$ cat src/rtl/dsram_port_arb.sv
// dsram_port_arb: two-port arbiter in front of the single-ported data SRAM.
// Grants at most one AGU access per cycle, steers its fields to the SRAM and
// returns load data to the granted port one cycle later. A dcache miss
// (mem_stall) freezes grants, holds the SRAM request and freezes the return.
//
// Handshake: reqN_en is a valid that must stay asserted with wen/addr/wdata
// unchanged until reqN_gnt is seen high in the same cycle; gnt is the ready.
// reqN_rvalid is a one-cycle pulse with no back-pressure.
module dsram_port_arb #(
    parameter bit RR    = 1'b1,
    parameter int CNT_W = 16
) (
    input  logic             clk,
    input  logic             resetn,
    input  logic             mem_stall,
    input  logic             req0_en,
    input  logic [3:0]       req0_wen,
    input  logic [31:0]      req0_addr,
    input  logic [31:0]      req0_wdata,
    output logic             req0_gnt,
    output logic             req0_rvalid,
    output logic [31:0]      req0_rdata,
    input  logic             req1_en,
    input  logic [3:0]       req1_wen,
    input  logic [31:0]      req1_addr,
    input  logic [31:0]      req1_wdata,
    output logic             req1_gnt,
    output logic             req1_rvalid,
    output logic [31:0]      req1_rdata,
    output logic             data_sram_en,
    output logic [3:0]       data_sram_wen,
    output logic [31:0]      data_sram_addr,
    output logic [31:0]      data_sram_wdata,
    input  logic [31:0]      data_sram_rdata,
    output logic [CNT_W-1:0] conflict_cnt
);

    logic             prio_ptr;
    logic             ret_valid;
    logic             ret_sel;
    logic [CNT_W-1:0] cnt_q;
    logic             hold_en;
    logic [3:0]       hold_wen;
    logic [31:0]      hold_addr;
    logic [31:0]      hold_wdata;

    logic run;
    logic both;
    logic win1;
    logic any_gnt;

    assign run     = resetn & ~mem_stall;
    assign both    = req0_en & req1_en;
    assign any_gnt = req0_gnt | req1_gnt;

    // Grant decision: a lone requester wins, a conflict goes to prio_ptr (RR) or port 0.
    always_comb begin
        win1     = 1'b0;
        req0_gnt = 1'b0;
        req1_gnt = 1'b0;
        if (run) begin
            if (both) begin
                win1     = RR ? prio_ptr : 1'b0;
                req0_gnt = ~win1;
                req1_gnt = win1;
            end else begin
                req0_gnt = req0_en;
                req1_gnt = req1_en;
            end
        end
    end

    // SRAM request mux: the held last grant while stalled, else the granted port, else idle.
    always_comb begin
        data_sram_en    = 1'b0;
        data_sram_wen   = 4'b0;
        data_sram_addr  = 32'b0;
        data_sram_wdata = 32'b0;
        if (mem_stall) begin
            data_sram_en    = hold_en;
            data_sram_wen   = hold_wen;
            data_sram_addr  = hold_addr;
            data_sram_wdata = hold_wdata;
        end else if (req0_gnt) begin
            data_sram_en    = 1'b1;
            data_sram_wen   = req0_wen;
            data_sram_addr  = req0_addr;
            data_sram_wdata = req0_wdata;
        end else if (req1_gnt) begin
            data_sram_en    = 1'b1;
            data_sram_wen   = req1_wen;
            data_sram_addr  = req1_addr;
            data_sram_wdata = req1_wdata;
        end
    end

    // Priority pointer, return pipe, held request and saturating conflict counter.
    always_ff @(posedge clk) begin
        if (!resetn) begin
            prio_ptr   <= 1'b0;
            ret_valid  <= 1'b0;
            ret_sel    <= 1'b0;
            cnt_q      <= '0;
            hold_en    <= 1'b0;
            hold_wen   <= 4'b0;
            hold_addr  <= 32'b0;
            hold_wdata <= 32'b0;
        end else if (!mem_stall) begin
            ret_valid <= any_gnt & (data_sram_wen == 4'b0);
            ret_sel   <= req1_gnt;
            if (RR && both) begin
                prio_ptr <= ~win1;
            end
            if (both && (cnt_q != {CNT_W{1'b1}})) begin
                cnt_q <= cnt_q + 1'b1;
            end
            if (any_gnt) begin
                hold_en    <= data_sram_en;
                hold_wen   <= data_sram_wen;
                hold_addr  <= data_sram_addr;
                hold_wdata <= data_sram_wdata;
            end
        end
    end

    assign conflict_cnt = cnt_q;

    // Load return: visible only out of reset and while not stalled; data zeroed otherwise.
    assign req0_rvalid = resetn & ret_valid & ~ret_sel & ~mem_stall;
    assign req1_rvalid = resetn & ret_valid &  ret_sel & ~mem_stall;
    assign req0_rdata  = req0_rvalid ? data_sram_rdata : 32'b0;
    assign req1_rdata  = req1_rvalid ? data_sram_rdata : 32'b0;

endmodule

$ cat config.mk
export PLATFORM = sky130hd
export DESIGN_NAME = dsram_port_arb
export DESIGN_NICKNAME = d
export VERILOG_FILES = /design/src/rtl/dsram_port_arb.sv
export SDC_FILE = /design/constraint.sdc
export NUM_CORES = 1
export LEC_CHECK = 0
export CORE_AREA = 2 2 125 127
export DETAILED_ROUTE_END_ITERATION = 8
export DIE_AREA = 0 0 127 129
export PLACE_DENSITY_LB_ADDON = 0.12
export SETUP_SLACK_MARGIN = 0.5
export SKIP_CTS_REPAIR_TIMING = 1
export SLEW_MARGIN = 20
export SYNTH_ARGS = -nofsm -noshare
export SYNTH_HDL_FRONTEND = slang
export SYNTH_SLANG_ARGS = --single-unit
$ cat constraint.sdc
create_clock -name clk -period 6.4 [get_ports clk]
set_clock_uncertainty 0.15 [all_clocks]
set_input_delay 1.6 -clock clk [delete_from_list [all_inputs] [get_ports clk]]
set_output_delay 1.6 -clock clk [all_outputs]
set_load 0.01 [all_outputs]
## After elaboration in Yosys (flattened, before gate mapping)

Cells that the tools add are included.

| word-level totals | value |
|---|---|
| register bits after elaboration | 88 |
| latch bits | 0 |
| memory bits (writable) | 0 |
| bits in read-only memories | 0 |
| output and inout bits | 153 |
| memories | 0 |

| cells by class | value |
|---|---|
| add/sub/neg operators | 1 |
| multiply operators | 0 |
| divide/modulo/power cells | 0 |
| magnitude comparators | 0 |
| equal/unequal tests | 1 |
| shift operators | 0 |
| muxes and demuxes | 20 |
| bitwise gates (word level) | 13 |
| reductions and logical operators | 5 |

Operators with widths:

| kind | count |
|---|---|
| $mux W32 | 8 |
| $add A16 B1 Y16 const B | 1 |
| $ne A16 B16 Y1 const B | 1 |
| $mux W4 | 3 |
| $mux W1 | 9 |
| $and A1 B1 Y1 | 8 |
| $reduce_and A2 Y1 | 3 |
| $logic_not A4 Y1 | 1 |
| $not A1 Y1 | 4 |
| $logic_and A1 B1 Y1 | 1 |
| $or A1 B1 Y1 | 1 |

## Longest topological paths before layout

Gate-level depths: netlist (run 1).

| depth | value |
|---|---|
| depth in word-level cells | 8 |
| gate-level depth with buffers | 7 |
| mapped depth without buffers | 5 |

## Worst setup path before layout (run 1)

No wires, ideal clock.

| path | value |
|---|---|
| path kind | input-to-output |
| start point | input resetn |
| end point | output data_sram_addr[10] |
| arrival time | 2,731 ps |
| slack | 1,919 ps |
| cell stages on the path | 6 |
| path buffers | 2 |
| path through | nor2b_1 -> and2_1 -> buf_2 -> buf_1 -> a221oi_1 -> a21oi_1 |

| between the ends | value |
|---|---|
| elaborated cells on any way between the ends | 6 |
| classes of those cells | mux: 5; bitwise: 1 |

RTL lines:

| item | RTL line | source |
|---|---|---|
| from (decl) | 14 | `input logic resetn,` |
| $and A1 B1 Y1 | 52 | `assign run = resetn & ~mem_stall;` |
| $mux W1 | 61 | `if (run) begin` |
| named net req0_gnt | 20 | `output logic req0_gnt,` |
| $mux W32 | 84 | `end else if (req0_gnt) begin` |
| $mux W32 | 79 | `if (mem_stall) begin` |
| to (decl) | 32 | `output logic [31:0] data_sram_addr,` |

The timed path passes the listed nets, and every way through them passes these cells.

## Final worst setup path (run 1)

| path | value |
|---|---|
| start point | input req0_en |
| end point | output data_sram_addr[29] |

| between the ends | value |
|---|---|
| word-level cells in the longest chain between the ends | 6 |
| elaborated cells on any way between the ends | 8 |
| classes of those cells | mux: 7; bitwise: 1 |

RTL lines:

| item | RTL line | source |
|---|---|---|
| from (decl) | 16 | `input logic req0_en,` |
| $and A1 B1 Y1 | 53 | `assign both = req0_en & req1_en;` |
| $mux W1 | 62 | `if (both) begin` |
| $mux W1 | 61 |  |
| $mux W32 | 89 | `end else if (req1_gnt) begin` |
| $mux W32 (*) | 84 |  |
| $mux W32 (*) | 79 |  |

Mark *: on every way between the ends. The rest lies on a longest branch, timed or not.

==> impl_metrics.tcl, run 1 <==
set metrics [dict create \
    wl_per_cell_um 17.4 \
    avgSynthCellArea_um2 7.83 \
    syn_inst 667 \
    busiest_layer "met2" \
    p_leak_nw 3.15 \
    drt-initial-drc-count 662 \
    start_kind "input port" \
    design.core.area_um2 15000 \
    insertion_delay_ns 0.34 \
    fin_total_pwr_mw 1.49 \
    fin_crit_ns 5.76 \
    async_reset_ff_share_pct 0 \
    rows 45 \
    critical_path_class "input port to output port" \
    hold_viol_final 0 \
    synth-main-ff-cell "dfxtp_1" \
    overflow 0 \
    synth_area_leaders "dfxtp_1, a222oi_1, a221oi_1" \
    r2r_slack_ns 4.24 \
    cts_root_buffer "clkbuf_16" \
    clkSinkCount 88 \
    hpwlAfterDp_um 14000 \
    rr_startpoint "prio_ptr" \
    min_to "hold_en" \
    gp_congestion 0.811 \
    io_pins 326 \
    cp.required_ns 4.65 \
    firstDrtPassIters 7 \
    die_x_um 127 \
    num_antenna_cells 0 \
    synth_top_area_cell "dfxtp_1" \
    avgViaCountPerCell 5.60 \
    multiInputGateArea_um2 2950 \
    hold_path_class "register to register" \
    fin_nets 1123 \
    reg2reg_to "ret_valid" \
    layout.cells.most_common "clkdlybuf4s50_1" \
    ys_seq_area_share_pct 33.7 \
    clockBufferDepth 2 \
    grt_use_total_pct 22.4 \
    min_path_cells 1 \
    timing.final.crit_share_pct 89.9 \
    endpoint_kind "output port" \
    dp.cells 1125 \
    synth-seq-cells 88 \
    fin_area_um2 8930 \
    synth_area_um2 5220 \
    yosysUniqueCellTypes 43 \
    cp.arrival_ns 4.01 \
    grt_pass1_wl_um 29500 \
    synth_edf_count 0 \
    place_area_um2 8600 \
    slew_viol_final 0 \
    tns_ns 0 \
    fillCellCount 1380 \
    drc 0 \
    drtAntennaViolNets 0 \
    die_height_um 129 \
    ys_warn_count 0 \
    grt_pass1_vias 5722 \
    syn2layout_area_growth_pct 71.0 \
    p_per_area_nw_per_um2 167 \
    status "finished clean" \
    drv_cap 0 \
    vias 6386 \
    layout.cells.non_filler 1141 \
    cts_buffers 9 \
    grt_max_degree 69 \
    use_met1_pct 26.7 \
    worstMarginPinSlew_ns 0.766 \
    setup_viol 0 \
    min_from "hold_en" \
    reg2regPathDepth 6 \
    synth_top_area_share_pct 33.7 \
    use_met3_pct 6.90 \
    vdd_ir_drop_max_mv 0.112 \
    antenna_found_initial 0 \
    drive_gt1_share_pct 4.41 \
    routed_wl_um 19900 \
    met2_usage_pct 38.7 \
    crit_fanout 61 \
    die_area_um2 16400 \
    area.sequential_um2 1760 \
    rsz0062_at_grt "true" \
    relSlewSlack_pct 48.9 \
    final_cell_mix "clkdlybuf4s50_1, dfxtp_1, a21oi_1" \
    cts.reportedPaths.clkPinSlew_ns 0.06 \
    htreeDepth 3 \
    fmax_mhz 174 \
    portBuffers 325 \
    tritoncts "done" \
    fin_hold_ws_ns 0.322 \
    syn_nets 841 \
    start_util_pct 34.9 \
]
## per-layer routing
| layer | vias to the layer above | routed length [µm] |
|---|---|---|
| li1 | 3081 | - |
| met1 | 2998 | 7930 |
| met2 | 284 | 9890 |
| met3 | 23 | 1670 |
| met4 | 0 | 373 |
| met5 | - | 0 |
## where the power goes
part	internal [mW]	total [mW]	switching, mW
registers	0.570	0.582	0.0114
logic	0.212	0.366	0.154
clock network	0.322	0.543	0.221
total	1.10	1.49	0.386
## cells by family (layout without fill, tap and decap cells)
family	Yosys count	in the layout	share of synthesized area, %
multiplexers	8	8	1.53
AO/OA/AOI/OAI	229	229	34.3
flip-flops	88	88	33.7
adder cells (fa/ha/maj)	1	1	0.239
XOR/XNOR	1	1	0.168
buffers and inverters	138	424	10.4
AND/OR/NAND/NOR	202	202	19.7
## sequential cells by signal, summed over array words and instances, names as in the netlist
| register | flops |
|---|---|
| hold_addr | 32 |
| hold_wdata | 32 |
| conflict_cnt | 16 |
| hold_wen | 4 |
| hold_en | 1 |
| prio_ptr | 1 |
| ret_sel | 1 |
| ret_valid | 1 |
## final cells by class
class | count | share of cell area (%)
inverter | 68 | 2.91
multi-input combinational | 441 | 33.1
timing repair inverter | 1 | 0.0560
timing repair buffer | 340 | 38.2
sequential | 88 | 19.7
clock buffer | 11 | 2.83
clock inverter | 4 | 0.602
tap | 188 | 2.63
## worst max path at each step
| stage | start | to | slack [ns] | depth (start not counted) |
|---|---|---|---|---|
| after floorplan | resetn | data_sram_addr[10] | 1.92 | 6 |
| after global placement | resetn | data_sram_wdata[31] | 0.45 | 8 |
| after detailed placement | resetn | data_sram_wdata[20] | 0.42 | 8 |
| after CTS | resetn | data_sram_wdata[31] | 0.42 | 8 |
| after global routing | resetn | data_sram_wdata[31] | 0.48 | 8 |
| final | req0_en | data_sram_addr[29] | 0.64 | 7 |
## synthesized netlist by cell type, types with 2 or more instances
cell type,instances
and3_1,2
o21ai_1,2
dfxtp_1,88
nand2_1,23
inv_1,67
buf_1,2
a221o_1,3
mux2i_1,8
nor2_1,72
a221oi_1,64
nand4_1,3
or3_1,2
nand3_1,9
a211oi_1,3
buf_2,21
a222oi_1,67
o21a_1,2
and2_1,68
a21oi_1,73
nor4_1,3
o31ai_1,2
o21ai_0,5
nand2b_1,8
nor3_1,3
or4_1,3
clkbuf_1,47
## worst max-delay path, stage by stage
cell	delay, ns
clkdlybuf4s50_1	0.63
a21boi_1	0.27
and2_4	0.32
buf_12	0.28
a221oi_1	0.12
a21oi_1	0.16
clkdlybuf4s50_1	0.58
## per-stage QoR
step | util, % | setup slack (ns)
after floorplan | - | 1.92
after global placement | 57.4 | 0.450
after detailed placement | 57.4 | 0.422
after CTS | 59.4 | 0.419
after global routing | 59.7 | 0.480
final | 59.7 | 0.644
(Power assumes the default switching activity.)
==> run 2: changes to the inputs <==
- CAP_MARGIN: not set -> 20
==> results of run 2 <==
Final layout, timing and power as in run 1 (identical DEF).
